**config.mk**
```make
export PLATFORM = sky130hd
export DESIGN_NAME = control_unit
export DESIGN_NICKNAME = d
export VERILOG_FILES = /design/src/rtl/control_unit.sv
export SDC_FILE = /design/constraint.sdc
export NUM_CORES = 1
export LEC_CHECK = 0
export CAP_MARGIN = 10
export CORE_MARGIN = 2
export CORE_UTILIZATION = 45
export DETAILED_ROUTE_END_ITERATION = 8
export HOLD_SLACK_MARGIN = 0.1
export PLACE_DENSITY = 0.84
export REMOVE_ABC_BUFFERS = 1
export SYNTH_ARGS = -nofsm -noshare
export SYNTH_HDL_FRONTEND = slang
export SYNTH_SLANG_ARGS = --single-unit
```
**constraint.sdc**
```tcl
create_clock -name CLK -period 4.55 [get_ports CLK]
set_input_delay 0.91 -clock CLK [delete_from_list [all_inputs] [get_ports CLK]]
set_output_delay 0.91 -clock CLK [all_outputs]
set_load 0.005 [all_outputs]
```
**src/rtl/control_unit.sv**
```systemverilog
// control_unit: microcoded-style sequencer for an 8-bit breadboard CPU.
// States INIT, T0..T4, HALT; every output is a combinational decode of the
// current state, OPCODE and the ALU flags. Datapath strobes are gated by the
// run/step enable, while bus selects always show the decoded source.
// Optional feature: define SINGLE_STEP_EN to add the STEP input, which
// advances one state per synchronized rising edge while RUN=0.
module control_unit (
  input  logic       CLK,
  input  logic       RESETn,
  input  logic [3:0] OPCODE,
  input  logic       CF,
  input  logic       ZF,
  input  logic       RUN,
`ifdef SINGLE_STEP_EN
  input  logic       STEP,
`endif
  output logic       CLR,
  output logic       CE,
  output logic       SU,
  output logic       AIn,
  output logic       BIn,
  output logic       OIn,
  output logic       IIn,
  output logic       FIn,
  output logic       MIn,
  output logic       RI,
  output logic       Jn,
  output logic       DOn,
  output logic       AOn,
  output logic       BOn,
  output logic       IOn,
  output logic       COn,
  output logic       EOn,
  output logic       ROn,
  output logic       NOn,
  output logic       HALTED
);

  typedef enum logic [2:0] {
    S_INIT, S_T0, S_T1, S_T2, S_T3, S_T4, S_HALT
  } state_t;

  typedef enum logic [2:0] {
    B_D, B_A, B_B, B_I, B_C, B_E, B_R, B_N
  } bus_t;

  state_t state_q, state_d;
  bus_t   bus;
  logic   adv;
  logic   step_pulse;
  logic   ce, su, ain, bin, oin, iin, fin, min, ri, jmp;
  logic   last, halt_next;

`ifdef SINGLE_STEP_EN
  logic [2:0] step_sync_q, step_sync_d;

  // Two-flop synchronizer plus a delayed copy for rising-edge detect
  always_comb begin
    step_sync_d = {step_sync_q[1:0], STEP};
  end

  // Step synchronizer registers
  always_ff @(posedge CLK or negedge RESETn) begin
    if (!RESETn) step_sync_q <= 3'b000;
    else         step_sync_q <= step_sync_d;
  end

  assign step_pulse = step_sync_q[1] & ~step_sync_q[2];
`else
  assign step_pulse = 1'b0;
`endif

  // A state advances (and its strobes fire) when free-running or on a step
  assign adv = RUN | step_pulse;

  // Decode the current step into a bus source, raw strobes and sequencing
  always_comb begin
    bus       = B_D;
    ce        = 1'b0;
    su        = 1'b0;
    ain       = 1'b0;
    bin       = 1'b0;
    oin       = 1'b0;
    iin       = 1'b0;
    fin       = 1'b0;
    min       = 1'b0;
    ri        = 1'b0;
    jmp       = 1'b0;
    last      = 1'b0;
    halt_next = 1'b0;
    case (state_q)
      S_T0: begin
        bus = B_C;
        min = 1'b1;
      end
      S_T1: begin
        bus = B_R;
        iin = 1'b1;
        ce  = 1'b1;
        // NOP and the unused A-D opcodes have no execute steps
        last = (OPCODE == 4'h0) || (OPCODE >= 4'hA && OPCODE <= 4'hD);
      end
      S_T2: begin
        case (OPCODE)
          4'h1, 4'h2, 4'h3, 4'h4: begin bus = B_I; min = 1'b1; end
          4'h5: begin bus = B_I; ain = 1'b1; last = 1'b1; end
          4'h6: begin bus = B_I; jmp = 1'b1; last = 1'b1; end
          4'h7: begin bus = B_I; jmp = CF;   last = 1'b1; end
          4'h8: begin bus = B_I; jmp = ZF;   last = 1'b1; end
          4'h9: begin bus = B_N; ain = 1'b1; last = 1'b1; end
          4'hE: begin bus = B_A; oin = 1'b1; last = 1'b1; end
          4'hF: halt_next = 1'b1;
          default: last = 1'b1;
        endcase
      end
      S_T3: begin
        case (OPCODE)
          4'h1:       begin bus = B_R; ain = 1'b1; last = 1'b1; end
          4'h2, 4'h3: begin bus = B_R; bin = 1'b1; end
          4'h4:       begin bus = B_A; ri  = 1'b1; last = 1'b1; end
          default:    last = 1'b1;
        endcase
      end
      S_T4: begin
        last = 1'b1;
        if (OPCODE == 4'h2 || OPCODE == 4'h3) begin
          bus = B_E;
          ain = 1'b1;
          fin = 1'b1;
          su  = (OPCODE == 4'h3);
        end
      end
      default: ;
    endcase
  end

  // Next-state selection; HALT is left only through reset
  always_comb begin
    state_d = state_q;
    if (adv) begin
      case (state_q)
        S_INIT: state_d = S_T0;
        S_T0:   state_d = S_T1;
        S_T1:   state_d = last ? S_T0 : S_T2;
        S_T2:   state_d = halt_next ? S_HALT : (last ? S_T0 : S_T3);
        S_T3:   state_d = last ? S_T0 : S_T4;
        S_T4:   state_d = S_T0;
        S_HALT: state_d = S_HALT;
        default: state_d = S_INIT;
      endcase
    end
  end

  // State register; reset forces INIT at once, even mid-instruction
  always_ff @(posedge CLK or negedge RESETn) begin
    if (!RESETn) state_q <= S_INIT;
    else         state_q <= state_d;
  end

  // CLR follows INIT directly so the datapath is cleared while held in reset
  assign CLR    = (state_q == S_INIT);
  assign HALTED = (state_q == S_HALT);
  assign CE     = ce  & adv;
  assign SU     = su  & adv;
  assign AIn    = ain & adv;
  assign BIn    = bin & adv;
  assign OIn    = oin & adv;
  assign IIn    = iin & adv;
  assign FIn    = fin & adv;
  assign MIn    = min & adv;
  assign RI     = ri  & adv;
  assign Jn     = ~(jmp & adv);

  // Exactly one active-low bus source, ungated so the bus stays defined
  assign DOn = (bus != B_D);
  assign AOn = (bus != B_A);
  assign BOn = (bus != B_B);
  assign IOn = (bus != B_I);
  assign COn = (bus != B_C);
  assign EOn = (bus != B_E);
  assign ROn = (bus != B_R);
  assign NOn = (bus != B_N);

endmodule
```
==> results.txt <==
The flow ran to the end, and the final reports show no timing, DRC or antenna violations. The required time of the critical path is 3640 ps. The maximum level of the CTS H-tree is 1. The number of fill cells in the layout is 147. Of the post-synthesis cell area, the dominant cell type holds 0.1101. The combinational share of power is 0.678. The post-synthesis register bit count is 3.

The core box area came out at 0.001454 mm2. The worst min-delay path class is flop to flop. For this run, the leading register cell type out of synthesis is sky130_fd_sc_hd__dfrtp_1. The routability-driven placement congestion ratio is 0.8918. The switching power share of the total is 0.4473.

Of the total synthesized cell area, the portion taken by AND, OR, NAND and NOR gates is 0.4514. The area of all sequential standard cells came out at 75.07 um2. The number of optimization iterations in the first detailed-route pass is 4.

In the final layout, the multi-input gates occupy 539.3 um2. The CTS sink count is 3. The count of buffers added on input and output ports is 27. The overall global routing resource usage is 0.2189.

The dominant cell type by area after synthesis is sky130_fd_sc_hd__dfrtp_1. The clock network latency to the later pin of the worst-skew pair is 230 ps. TritonCTS built the clock tree. The internal power of the cells totals 0.2335 mW. The starting density of the core came out at 0.4690.

The maximum number of pins on one net before global-route repair is 20. By area the synthesized netlist is led by sky130_fd_sc_hd__dfrtp_1, sky130_fd_sc_hd__a211oi_1, sky130_fd_sc_hd__and4_1. Of the cells placed in the final design, the portion with a size suffix greater than 1 is 0.1197. The worst setup slack for register-to-register paths came out at 2150 ps. The per-cell via count in the routed design is 6.286. The total global routing overflow is 0. The areal power density over the cells is 439.6 mW/mm2. The max-slew violation total from the final report came to 0. The total wire length is 1925 um. The post-route total power came out at 0.4224 mW. The number of clock buffers added by TritonCTS is 3.

The final core area utilization is 0.6609. For this design, the CTS-stage hold fixing added 0 buffers. The number of hold-slack violations in the final timing report came out at 0.

The xor-xnor portion of the synthesized cell area is 0.02569. For the final database, setup skew stands at 4.957 ps. The number of max-cap violations is 0. The path with the worst hold slack has its endpoint at state_q[2]$_DFFE_PN0P_. The register with the most flip-flops in the layout has 3 of them. The synthesis-to-finish area growth is 40.92%. During synthesis, Yosys emitted a total of 0 warnings.

The worst-margin pin slew is 517.2 ps. For the worst flop-to-flop path, the logic depth is 6. The part of the Yosys area used for sequential elements came out at 0.1101.

The violation count after the first detailed-route iteration came out at 20. For the worst setup path, the data arrival time is 3290 ps. The post-layout instance area is 960.9 um2. The count of vias placed by the detailed router is 836. The count of cells resized by post-cts repair is 0. The number of endpoints failing setup at the final stage is 0.

The area share of fa/ha/maj cells after synthesis is 0.01835. Along the worst path, the maximum fanout reaches 13. The tightest slew margin relative to the limit came out at 0.6544. The antenna diode count is 0. The clock transition time at the flip-flop clock pins of the worst setup and hold paths is 40 ps. The standard cell area after detailed placement came out at 934.6 um2. The critical path is of the primary input to output pin type. The final period utilization came out at 0.9240.

Dividing the detail-routed wire length by the instance count gives 14.47 um. state_q holds more flip-flops than any other register. The highest attainable clock frequency came out at 237.8 MHz. The number of antenna violations at the first check in global routing came out at 0.

In the final layout, the registers with the most flip-flops are state_q: 3 flops. Summed over all cells, the static leakage comes to 0.3597 nW. In this run, synthesis inferred 0 flip-flops with an integrated enable.

The vertical die dimension is 42.93 um. The wire length of the first global-routing pass is 3180 um. The multiplexer share of the synthesized area came out at 0.01651. The net switching power came out at 0.1889 mW.

The routed design could run at a clock period as short as 4204 ps. The die extent in x is 42.93 um. The overall die area is 0.001843 mm2. The share of the synthesized area in compound gates (AO/OA/AOI/OAI) is 0.2734. The critical path capture point type is an output pin. The via count of the first global-routing pass is 754. The number of placed I/O pins came out at 29. A synthesized cell averages 7.178 um2. After detailed routing, the number of remaining DRC violations is 0. The element type at the critical path start is a primary input. The final-stage net count is 128. The distinct cell type count after synthesis came out at 48. The tree is rooted in a sky130_fd_sc_hd__clkbuf_4. The largest family of logic cells by synthesized area is simple AND/OR/NAND/NOR gates.

The number of nets with antenna violations after detailed routing is 0. The worst setup timing slack at the placement stage is 368.6 ps. The gate count of the mapped netlist is 95.

Across the VDD grid, the largest voltage drop is 0.2584 mV. The clock network fraction of total power is 0.111. The area of the mapped netlist came out at 681.9 um2.

The worst hold path begins at state_q[2]$_DFFE_PN0P_. Of the total power, registers draw 0.211. Setup repair after global routing left no endpoint under its margin. After clock tree synthesis, the setup repair step added 0 buffers. After floorplanning, the core was divided into 14 placement rows. In this run the critical register-to-register path is captured at state_q[2]$_DFFE_PN0P_.

The final HPWL from detailed placement is 1448 um. The worst setup slack after layout is 345.6 ps. The startpoint identified for the worst register-to-register timing path is state_q[1]$_DFFE_PN0P_. Counting instances, the worst hold path has a depth of 1. The maximum count of clock buffers along a single path came out at 2. For this run, asynchronously set or reset flops after synthesis account for 1.000. Adding up every negative setup slack in the final design gives 0 ps.
==> per-stage QoR <==
step                      hold slack [ps]  cells
after CTS                           833.7    133
after global routing                863.5    133
after detailed placement            825.8    129
after floorplan                     614.4     84
final                               851.5    133
after global placement              811.2    129
==> final cells by class <==
cell class	instances	share of cell area
sequential	3	0.07812
inverter	4	0.01562
clock buffer	4	0.02734
timing repair buffer	29	0.2969
tap	16	0.02083
multi-input combinational	77	0.5612
==> how the worst max path moves through the flow <==
| stage | startpoint | end |
|---|---|---|
| finish | OPCODE[2] | NOn |
| global route | OPCODE[2] | NOn |
| CTS | OPCODE[2] | NOn |
| detailed placement | OPCODE[2] | NOn |
| global placement | OPCODE[2] | NOn |
| floorplan | OPCODE[2] | NOn |
==> power groups by stage <==
stage,clock (mW),sequential [mW],combinational [mW]
6_report,0.0470,0.0890,0.286
5_1_grt,0.0534,0.0934,0.311
4_1_cts,0.0493,0.0862,0.286
3_5_place_dp,0,0.0874,0.285
3_3_place_gp,0,0.0850,0.281
2_1_floorplan,0,0.0724,0.172
==> routing by layer <==
layer / vias to the layer above / share of wire / global-route usage
met5: - / 0 / 0
met2: 37 / 0.49 / 0.3758
li1: 412 / - / -
met4: 0 / 0 / 0.03750
met3: 0 / 0.065 / 0.04681
met1: 387 / 0.44 / 0.2817
==> logic make-up after synthesis <==
kind of cell / count (synthesis)
AND/OR/NAND/NOR: 47
other: 1
buffers and inverters: 15
adder cells (fa/ha/maj): 1
AO/OA/AOI/OAI: 25
XOR/XNOR: 2
flip-flops: 3
multiplexers: 1
==> layout by cell type, fill, tap and decap left out, types with 2 or more instances in the layout <==
| cell | synthesis | layout |
|---|---|---|
| sky130_fd_sc_hd__o21ai_0 | 5 | 5 |
| sky130_fd_sc_hd__a211oi_1 | 4 | 4 |
| sky130_fd_sc_hd__clkdlybuf4s50_1 | 0 | 27 |
| sky130_fd_sc_hd__nand2_1 | 2 | 2 |
| sky130_fd_sc_hd__and4_1 | 3 | 3 |
| sky130_fd_sc_hd__a31oi_1 | 3 | 3 |
| sky130_fd_sc_hd__inv_1 | 3 | 3 |
| sky130_fd_sc_hd__a32o_1 | 2 | 2 |
| sky130_fd_sc_hd__nor2_1 | 5 | 5 |
| sky130_fd_sc_hd__nand2b_1 | 2 | 2 |
| sky130_fd_sc_hd__nand3_1 | 4 | 4 |
| sky130_fd_sc_hd__o311a_1 | 2 | 2 |
| sky130_fd_sc_hd__nand3b_1 | 3 | 3 |
| sky130_fd_sc_hd__nor3_1 | 4 | 4 |
| sky130_fd_sc_hd__clkbuf_4 | 0 | 3 |
| sky130_fd_sc_hd__and3_1 | 4 | 4 |
| sky130_fd_sc_hd__dfrtp_1 | 3 | 3 |
| sky130_fd_sc_hd__o31ai_1 | 2 | 2 |
| sky130_fd_sc_hd__or3b_2 | 2 | 2 |
| sky130_fd_sc_hd__and2_1 | 2 | 2 |
| sky130_fd_sc_hd__buf_4 | 2 | 2 |
| sky130_fd_sc_hd__nor2b_1 | 2 | 2 |
| sky130_fd_sc_hd__nand4b_1 | 2 | 2 |
==> worst max-delay path: stages <==
cell and delay, ps:
sky130_fd_sc_hd__clkdlybuf4s50_1 470, sky130_fd_sc_hd__buf_4 210, sky130_fd_sc_hd__nor3_1 270, sky130_fd_sc_hd__nand4_1 220, sky130_fd_sc_hd__and3_1 260, sky130_fd_sc_hd__or4_1 490
sky130_fd_sc_hd__clkdlybuf4s50_1 460
==> Yosys cell counts (all sizes together), types with 2 or more instances <==
master,instances
clkbuf,6
and3,5
buf,5
nor2,5
o21ai,5
a211oi,4
and4,4
inv,4
nand3,4
nor3,4
a31oi,3
dfrtp,3
nand3b,3
a32o,2
and2,2
and3b,2
nand2,2
nand2b,2
nand4b,2
nor2b,2
o311a,2
o31ai,2
or3b,2
or4,2
Note: power is estimated with default switching activity, not from simulation.
